**config.mk**
```make
export PLATFORM = sky130hd
export DESIGN_NAME = ext_trig_sched_flat
export DESIGN_NICKNAME = d
export VERILOG_FILES = /design/src/rtl/trig_pkg.sv /design/src/rtl/ext_trig_sched_if.sv /design/src/rtl/sat_counter.sv /design/src/rtl/ext_trig_sched.sv /design/src/flat_wrapper.sv
export SDC_FILE = /design/constraint.sdc
export NUM_CORES = 1
export LEC_CHECK = 0
export BUFFER_PORTS_ARGS = -buffer_cell sky130_fd_sc_hd__buf_2
export CORE_UTILIZATION = 57
export DETAILED_ROUTE_END_ITERATION = 8
export GPL_TIMING_DRIVEN = 0
export PLACE_DENSITY = 0.77
export SYNTH_ARGS = -nofsm -noshare
export SYNTH_HDL_FRONTEND = slang
export SYNTH_HIERARCHICAL = 1
export SYNTH_SLANG_ARGS = --single-unit
```
**constraint.sdc**
```tcl
create_clock -name clk_adc -period 3.7 [get_ports clk_adc]
set_input_delay 0.74 -clock clk_adc [delete_from_list [all_inputs] [get_ports clk_adc]]
set_output_delay 0.74 -clock clk_adc [all_outputs]
set_load 0.005 [all_outputs]
```
**src/rtl/trig_pkg.sv**
```systemverilog
// Shared types for the external trigger scheduler: FSM state encoding
// and the trigger source codes reported on trig_source.
package trig_pkg;

   typedef enum logic [1:0] {
      IDLE = 2'd0,
      FIRE = 2'd1,
      DEAD = 2'd2
   } sched_state_t;

   localparam logic [1:0] SRC_NONE  = 2'd0;
   localparam logic [1:0] SRC_COINC = 2'd1;
   localparam logic [1:0] SRC_SOFT  = 2'd2;
   localparam logic [1:0] SRC_ROLL  = 2'd3;

endpackage

```
**src/rtl/ext_trig_sched_if.sv**
```systemverilog
// Signal bundle between the coincidence/slow-control side and the trigger
// scheduler, plus the scheduler's FSM state for observation.
interface ext_trig_sched_if
   import trig_pkg::*;
#(
   parameter int CNT_W = 32
);
   // No valid/ready pairs here: every input is a level or single-cycle pulse
   // sampled on each clk_adc edge, and every output is a registered level.
   logic              coinc_req;
   logic              soft_req;
   logic              dorolling;
   logic              calib_window;
   logic [31:0]       randnum;
   logic [31:0]       prescale;
   logic              clr_counts;
   logic              ext_trig_out;
   logic              busy;
   logic [1:0]        trig_source;
   logic [CNT_W-1:0]  n_fired;
   logic [CNT_W-1:0]  n_prescaled;
   logic [CNT_W-1:0]  n_inhibited;
   sched_state_t      state_dbg;

   modport slave (
      input  coinc_req, soft_req, dorolling, calib_window, randnum, prescale, clr_counts,
      output ext_trig_out, busy, trig_source, n_fired, n_prescaled, n_inhibited, state_dbg
   );

   modport master (
      output coinc_req, soft_req, dorolling, calib_window, randnum, prescale, clr_counts,
      input  ext_trig_out, busy, trig_source, n_fired, n_prescaled, n_inhibited, state_dbg
   );

endinterface

```
**src/rtl/sat_counter.sv**
```systemverilog
// Statistics counter that sticks at all-ones; a clear wins over an increment.
module sat_counter #(
   parameter int WIDTH = 32
) (
   input  logic             clk,
   input  logic             rst_n,
   input  logic             inc_i,
   input  logic             clr_i,
   output logic [WIDTH-1:0] count_o
);

   logic [WIDTH-1:0] count_q;

   always_ff @(posedge clk or negedge rst_n) begin
      if (!rst_n) begin
         count_q <= '0;
      end else if (clr_i) begin
         count_q <= '0;
      end else if (inc_i && !(&count_q)) begin
         count_q <= count_q + 1'b1;
      end
   end

   assign count_o = count_q;

endmodule

```
**src/rtl/ext_trig_sched.sv**
```systemverilog
// External trigger scheduler: arbitrates coincidence, software and rolling
// requests, applies prescale and dead time, and keeps saturating statistics.
module ext_trig_sched
   import trig_pkg::*;
#(
   parameter int PULSE_TICKS = 4,
   parameter int DEAD_TICKS  = 20,
   parameter int ROLL_BIT    = 25,
   parameter int CNT_W       = 32
) (
   input  logic             clk_adc,
   input  logic             nrst,
   ext_trig_sched_if.slave  bus
);

   localparam int TICK_MAX = (PULSE_TICKS > DEAD_TICKS) ? PULSE_TICKS : DEAD_TICKS;
   localparam int TICK_W   = $clog2(TICK_MAX + 1);

   sched_state_t      state_q;
   logic [TICK_W-1:0] tick_q;
   logic [ROLL_BIT:0] roll_q;
   logic [31:0]       randnum_q;
   logic [31:0]       prescale_q;
   logic              coinc_q;
   logic              soft_pend_q;
   logic              roll_pend_q;
   logic              trig_q;
   logic              busy_q;
   logic [1:0]        src_q;

   logic              idle_ok;
   logic              pre_pass;
   logic              soft_want;
   logic [ROLL_BIT:0] roll_next;
   logic              roll_exp;
   logic              roll_req;
   logic              take_coinc;
   logic              take_soft;
   logic              take_roll;
   logic              fire_go;
   logic              reject;
   logic              inhibit_edge;
   logic [CNT_W-1:0]  n_fired;
   logic [CNT_W-1:0]  n_prescaled;
   logic [CNT_W-1:0]  n_inhibited;

   // The timer expires on the increment that would set ROLL_BIT, so it never
   // holds that bit and the expiry is visible in the same cycle.
   assign roll_next  = roll_q + 1'b1;
   assign roll_exp   = (state_q != FIRE) && roll_next[ROLL_BIT];
   assign roll_req   = roll_pend_q | (roll_exp & bus.dorolling);

   assign idle_ok    = (state_q == IDLE) && !bus.calib_window;
   assign pre_pass   = (randnum_q <= prescale_q);
   assign soft_want  = bus.soft_req | soft_pend_q;
   assign take_coinc = idle_ok & bus.coinc_req;
   assign take_soft  = idle_ok & ~bus.coinc_req & soft_want;
   assign take_roll  = idle_ok & ~bus.coinc_req & ~soft_want & roll_req;
   assign fire_go    = (take_coinc & pre_pass) | take_soft | take_roll;
   assign reject     = take_coinc & ~pre_pass;
   assign inhibit_edge = bus.coinc_req & ~coinc_q & bus.calib_window;

   always_ff @(posedge clk_adc or negedge nrst) begin
      if (!nrst) begin
         state_q     <= IDLE;
         tick_q      <= '0;
         roll_q      <= '0;
         randnum_q   <= '0;
         prescale_q  <= '0;
         coinc_q     <= 1'b0;
         soft_pend_q <= 1'b0;
         roll_pend_q <= 1'b0;
         trig_q      <= 1'b0;
         busy_q      <= 1'b0;
         src_q       <= SRC_NONE;
      end else begin
         randnum_q  <= bus.randnum;
         prescale_q <= bus.prescale;
         coinc_q    <= bus.coinc_req;

         if (take_soft)          soft_pend_q <= 1'b0;
         else if (bus.soft_req)  soft_pend_q <= 1'b1;

         if (take_roll)                       roll_pend_q <= 1'b0;
         else if (roll_exp && bus.dorolling)  roll_pend_q <= 1'b1;

         if (fire_go)               roll_q <= '0;
         else if (state_q != FIRE)  roll_q <= roll_exp ? '0 : roll_next;

         case (state_q)
            IDLE: begin
               if (fire_go) begin
                  state_q <= FIRE;
                  tick_q  <= TICK_W'(PULSE_TICKS - 1);
                  trig_q  <= 1'b1;
                  busy_q  <= 1'b1;
                  src_q   <= take_coinc ? SRC_COINC : (take_soft ? SRC_SOFT : SRC_ROLL);
               end else if (reject) begin
                  state_q <= DEAD;
                  tick_q  <= TICK_W'(DEAD_TICKS - 1);
                  busy_q  <= 1'b1;
               end
            end
            FIRE: begin
               if (tick_q == '0) begin
                  state_q <= DEAD;
                  tick_q  <= TICK_W'(DEAD_TICKS - 1);
                  trig_q  <= 1'b0;
               end else begin
                  tick_q <= tick_q - 1'b1;
               end
            end
            DEAD: begin
               if (tick_q == '0) begin
                  state_q <= IDLE;
                  busy_q  <= 1'b0;
               end else begin
                  tick_q <= tick_q - 1'b1;
               end
            end
            default: begin
               state_q <= IDLE;
               trig_q  <= 1'b0;
               busy_q  <= 1'b0;
            end
         endcase
      end
   end

   sat_counter #(.WIDTH(CNT_W)) u_fired (
      .clk(clk_adc), .rst_n(nrst), .inc_i(fire_go), .clr_i(bus.clr_counts), .count_o(n_fired)
   );
   sat_counter #(.WIDTH(CNT_W)) u_prescaled (
      .clk(clk_adc), .rst_n(nrst), .inc_i(reject), .clr_i(bus.clr_counts), .count_o(n_prescaled)
   );
   sat_counter #(.WIDTH(CNT_W)) u_inhibited (
      .clk(clk_adc), .rst_n(nrst), .inc_i(inhibit_edge), .clr_i(bus.clr_counts), .count_o(n_inhibited)
   );

   assign bus.ext_trig_out = trig_q;
   assign bus.busy         = busy_q;
   assign bus.trig_source  = src_q;
   assign bus.n_fired      = n_fired;
   assign bus.n_prescaled  = n_prescaled;
   assign bus.n_inhibited  = n_inhibited;
   assign bus.state_dbg    = state_q;

endmodule

```
**src/flat_wrapper.sv**
```systemverilog
// flat-port wrapper written by rule: the top's interface ports become plain ports
module ext_trig_sched_flat import trig_pkg::*;
#(
   parameter int PULSE_TICKS = 4,
   parameter int DEAD_TICKS  = 20,
   parameter int ROLL_BIT    = 25,
   parameter int CNT_W       = 32
)
  (clk_adc, nrst, bus_coinc_req, bus_soft_req, bus_dorolling, bus_calib_window, bus_randnum, bus_prescale, bus_clr_counts, bus_ext_trig_out, bus_busy, bus_trig_source, bus_n_fired, bus_n_prescaled, bus_n_inhibited, bus_state_dbg);
  ext_trig_sched_if #(.CNT_W(CNT_W)) bus_i ();
  input  logic clk_adc;
  input  logic nrst;
  input wire logic [$bits(bus_i.coinc_req)-1:0] bus_coinc_req;
  input wire logic [$bits(bus_i.soft_req)-1:0] bus_soft_req;
  input wire logic [$bits(bus_i.dorolling)-1:0] bus_dorolling;
  input wire logic [$bits(bus_i.calib_window)-1:0] bus_calib_window;
  input wire logic [$bits(bus_i.randnum)-1:0] bus_randnum;
  input wire logic [$bits(bus_i.prescale)-1:0] bus_prescale;
  input wire logic [$bits(bus_i.clr_counts)-1:0] bus_clr_counts;
  output wire logic [$bits(bus_i.ext_trig_out)-1:0] bus_ext_trig_out;
  output wire logic [$bits(bus_i.busy)-1:0] bus_busy;
  output wire logic [$bits(bus_i.trig_source)-1:0] bus_trig_source;
  output wire logic [$bits(bus_i.n_fired)-1:0] bus_n_fired;
  output wire logic [$bits(bus_i.n_prescaled)-1:0] bus_n_prescaled;
  output wire logic [$bits(bus_i.n_inhibited)-1:0] bus_n_inhibited;
  output wire logic [$bits(bus_i.state_dbg)-1:0] bus_state_dbg;
  assign bus_i.coinc_req = bus_coinc_req;
  assign bus_i.soft_req = bus_soft_req;
  assign bus_i.dorolling = bus_dorolling;
  assign bus_i.calib_window = bus_calib_window;
  assign bus_i.randnum = bus_randnum;
  assign bus_i.prescale = bus_prescale;
  assign bus_i.clr_counts = bus_clr_counts;
  assign bus_ext_trig_out = bus_i.ext_trig_out;
  assign bus_busy = bus_i.busy;
  assign bus_trig_source = bus_i.trig_source;
  assign bus_n_fired = bus_i.n_fired;
  assign bus_n_prescaled = bus_i.n_prescaled;
  assign bus_n_inhibited = bus_i.n_inhibited;
  assign bus_state_dbg = bus_i.state_dbg;
  ext_trig_sched #(.PULSE_TICKS(PULSE_TICKS), .DEAD_TICKS(DEAD_TICKS), .ROLL_BIT(ROLL_BIT), .CNT_W(CNT_W)) u_core (.clk_adc(clk_adc), .nrst(nrst), .bus(bus_i));
endmodule
```
==> run summary <==
Total number of vias: 8576
Final setup violating endpoints: 0
Final WS setup: 0.174 ns
Ports: 173
DR iter-0 viols: 691
Post-DR vias/cell: 6.01
EDFF count, synth: 0
Worst R2R End: u_core/u_prescaled/count_o[30]
Critical path data required time: 4.05 ns
Worst Tran Pin Value: 0.876 ns
Die Wd: 136 um
Synthesized flop and latch total: 200
Diodes inserted: 0
CP max stage delay: 0.60 ns
Vias in the first global route: 8118
Dpl ws: -0.238 ns
Layout cells sized above 1: 23.3%
DPL Wire Length: 16800 um
Final min period: 3.53 ns
Avg Cell Area, Syn: 10.4 um2
Final core occ: 69.4%
DRT Pass-1 Iters: 5
Clock skew: 0.0135 ns
Mux contribution to synthesized area: 0.841%
Status: completed
R2r setup slk: 0.17 ns
Finished Layout Cells: 1427
Hold slack final: 0.354 ns
Post-synth cell types: 63
WL per Instance: 16.9 um
Clock slew at reported path FFs: 0.07 ns
FP Rows: 48
PortBufs: 172
Setup CP Type: flop to flop
Pin count of the biggest net entering global routing: 115
Synth top area cells: dfrtp_1 49%, ha_1 5.0%, a21oi_1 4.2%
Routability Congestion: 0.874
Number of synthesis warnings: 6
ANT nets after route: 0
Slowest library cell on the worst path: or4_4
Max Fanout on Critical Path: 8
# DRC: 0
Placed Instances: 1388
Global-route wire length before repair: 39700 um
Area fraction in compound gates after synthesis: 14.4%
Most frequently used flop master after synthesis: dfrtp_1
Peak supply drop: 0.405 mV
Initial antenna violation count: 0
Root buf cell: clkbuf_16
Synth Net Count: 1102
H-tree depth: 4
Synth top area share: 48.8%
Total power: 0.00507 W
Bufs on Longest Clock Path: 2
Clock insertion delay at the later pin of the skew report: 0.43 ns
Cell count after synthesis: 990
Die H: 136 um
CTS Buf Count: 17
Slew Viols, Final: 0
CP Launch Type: flop
Final hold vios: 0
Final global-route overflow total: 0
WP depth: 12
Final-stage net count: 1301
Buffers & Inverters on Critical Path: 1
Max Cap Viol: 0
Initial Util: 58.9%
CP endpoint kind: flop
CTS Sinks: 200
Leak: 5.72 nW
P per Cell Area: 419 mW/mm2
XOR/XNOR Fraction of Synth Area: 3.24%
Fin crit share: 95.3%
Post-Syn Area: 0.0103 mm2
Rel. slew slack: 41.6%
R2R cell count: 12
Seq/Total Area, Yosys: 48.8%
Worst r2r src: u_core/randnum_q[15]
Asr flop ratio synth: 100%
Final WL: 24100 um
Tot GR Track Use: 27.1%
Full die area: 0.0185 mm2
Worst path most repeated cell: a21oi_1
Hold Crit Class: input port to asynchronous set/reset pin
Worst Setup EP: u_core/u_prescaled/count_o[30]
Area grow syn2layout: 17.8%
Worst path top cell family by delay: simple AND/OR/NAND/NOR gates
Crit. Startpoint: u_core/randnum_q[15]
Largest family of logic cells by synthesized area: simple AND/OR/NAND/NOR gates
CP arrival: 3.88 ns
FMAX: 0.284 GHz
CTS tree: done
CP Cell Sequence: ha_1 -> nand4_1 -> or4_4 -> a21oi_1 -> o311a_1 -> o22ai_1 -> nor2_2 -> inv_1 -> nor4_4 -> nand4_4 -> or3_1 -> a21oi_1
Total core area: 0.0174 mm2
Synth area leader: dfrtp_1
Synth Area in Simple Gates: 23.7%
Synth Area in Adders: 5.00%
==> synthesized netlist by cell type (5+ instances only) <==
library cell	instances
or4_1	43
o21ai_0	31
buf_2	7
o31ai_1	31
nand4_1	15
xor2_1	31
buf_6	9
inv_1	56
clkbuf_1	18
nand2_1	70
dfrtp_1	200
xnor2_1	7
or3_1	33
nand4_4	9
nor4_1	9
o21ai_1	14
nand3_1	32
ha_1	41
o41ai_1	6
and2_1	9
nor2b_1	7
nor2_1	70
a21oi_1	86
and3_1	25
and4_4	6
and4_1	12
o211ai_1	11
o2111ai_1	16
or2_2	5
nor3_1	11
==> worst min path at each step <==
stage                                         start                        end
after CTS                           bus_randnum[14]       u_core/randnum_q[14]
after global placement    u_core/bus.trig_source[0]  u_core/bus.trig_source[0]
final                                          nrst      u_core/prescale_q[29]
after detailed placement           u_core/tick_q[3]           u_core/tick_q[3]
after floorplan                                nrst            u_core/bus.busy
after global routing               bus_prescale[26]      u_core/prescale_q[26]
==> final cells by class <==
type | count | area, um2
fillers | 1367 | 5330
flip-flops and latches | 200 | 5000
multi-input cells | 700 | 4880
repair buffers | 180 | 951
clock buffers | 18 | 429
well taps | 225 | 282
inverters | 56 | 210
plain buffers | 34 | 204
clock inverters | 14 | 128
==> where the power goes <==
part	internal, W	total [W]	switching [W]	leakage, nW
registers	0.00231	0.00241	0.0000997	2.61
logic	0.000344	0.000886	0.000542	2.84
clock network	0.000893	0.00177	0.000879	0.269
total	0.00355	0.00507	0.00152	5.72
==> cells by family (layout without fill, tap and decap cells) <==
| logic type | Yosys count | in the layout |
|---|---|---|
| buffers and inverters | 90 | 302 |
| XOR/XNOR | 38 | 38 |
| AO/OA/AOI/OAI | 226 | 226 |
| multiplexers | 7 | 7 |
| flip-flops | 200 | 200 |
| AND/OR/NAND/NOR | 388 | 388 |
| adder cells (fa/ha/maj) | 41 | 41 |
==> worst register-to-register path, stage by stage (launching register included) <==
cell,delay [ns]
dfrtp_1,0.37
ha_1,0.31
nand4_1,0.17
or4_4,0.60
a21oi_1,0.13
o311a_1,0.26
o22ai_1,0.13
nor2_2,0.19
inv_1,0.12
nor4_4,0.40
nand4_4,0.20
or3_1,0.39
a21oi_1,0.16
==> repair_timing <==
action                                  CTS  global route
resized for setup                         1             7
endpoints found under the setup margin   11            13
buffers inserted                          2             5
pin swaps                                 3             3
endpoints found under the hold margin     0             0
hold buffers                              0             0
==> flip-flops by register name, indices dropped and copies added (netlist names) <==
signal and cells:
u_core/roll_pend_q 1, u_core/u_inhibited/count_o 32, u_core/soft_pend_q 1, u_core/u_fired/count_o 32, u_core/tick_q 5, u_core/u_prescaled/count_o 32
u_core/bus.busy 1, u_core/prescale_q 32, u_core/coinc_q 1, u_core/roll_q 26, u_core/bus.trig_source 2, u_core/randnum_q 32
u_core/bus.ext_trig_out 1, u_core/bus.state_dbg 2
==> per-stage QoR <==
stage / TNS [ns] / area (um2)
global route: -0.0334 / 12100
finish: 0 / 12100
floorplan: 0 / 10300
CTS: 0 / 12000
detailed placement: -1.54 / 11400
global placement: -278.26 / 11400
==> routing by layer <==
metal  vias to the layer above  global-route usage, %  wire length (um)
met2                       278                   43.3             11700
met4                         0                   8.64               359
met3                        31                   4.59              1230
met5                         -                      0                 0
li1                       4084                      -                 -
met1                      4183                   37.4             10800
==> layout by cell type, fill, tap and decap left out, types with 32 or more instances in the layout <==
cell	netlist	routed
dfrtp_1	200	200
nand2_1	70	70
inv_1	56	55
or4_1	43	42
a21oi_1	86	85
buf_2	7	178
nand3_1	32	32
ha_1	41	41
or3_1	33	33
nor2_1	70	69
Note: power is estimated with default switching activity, not from simulation.
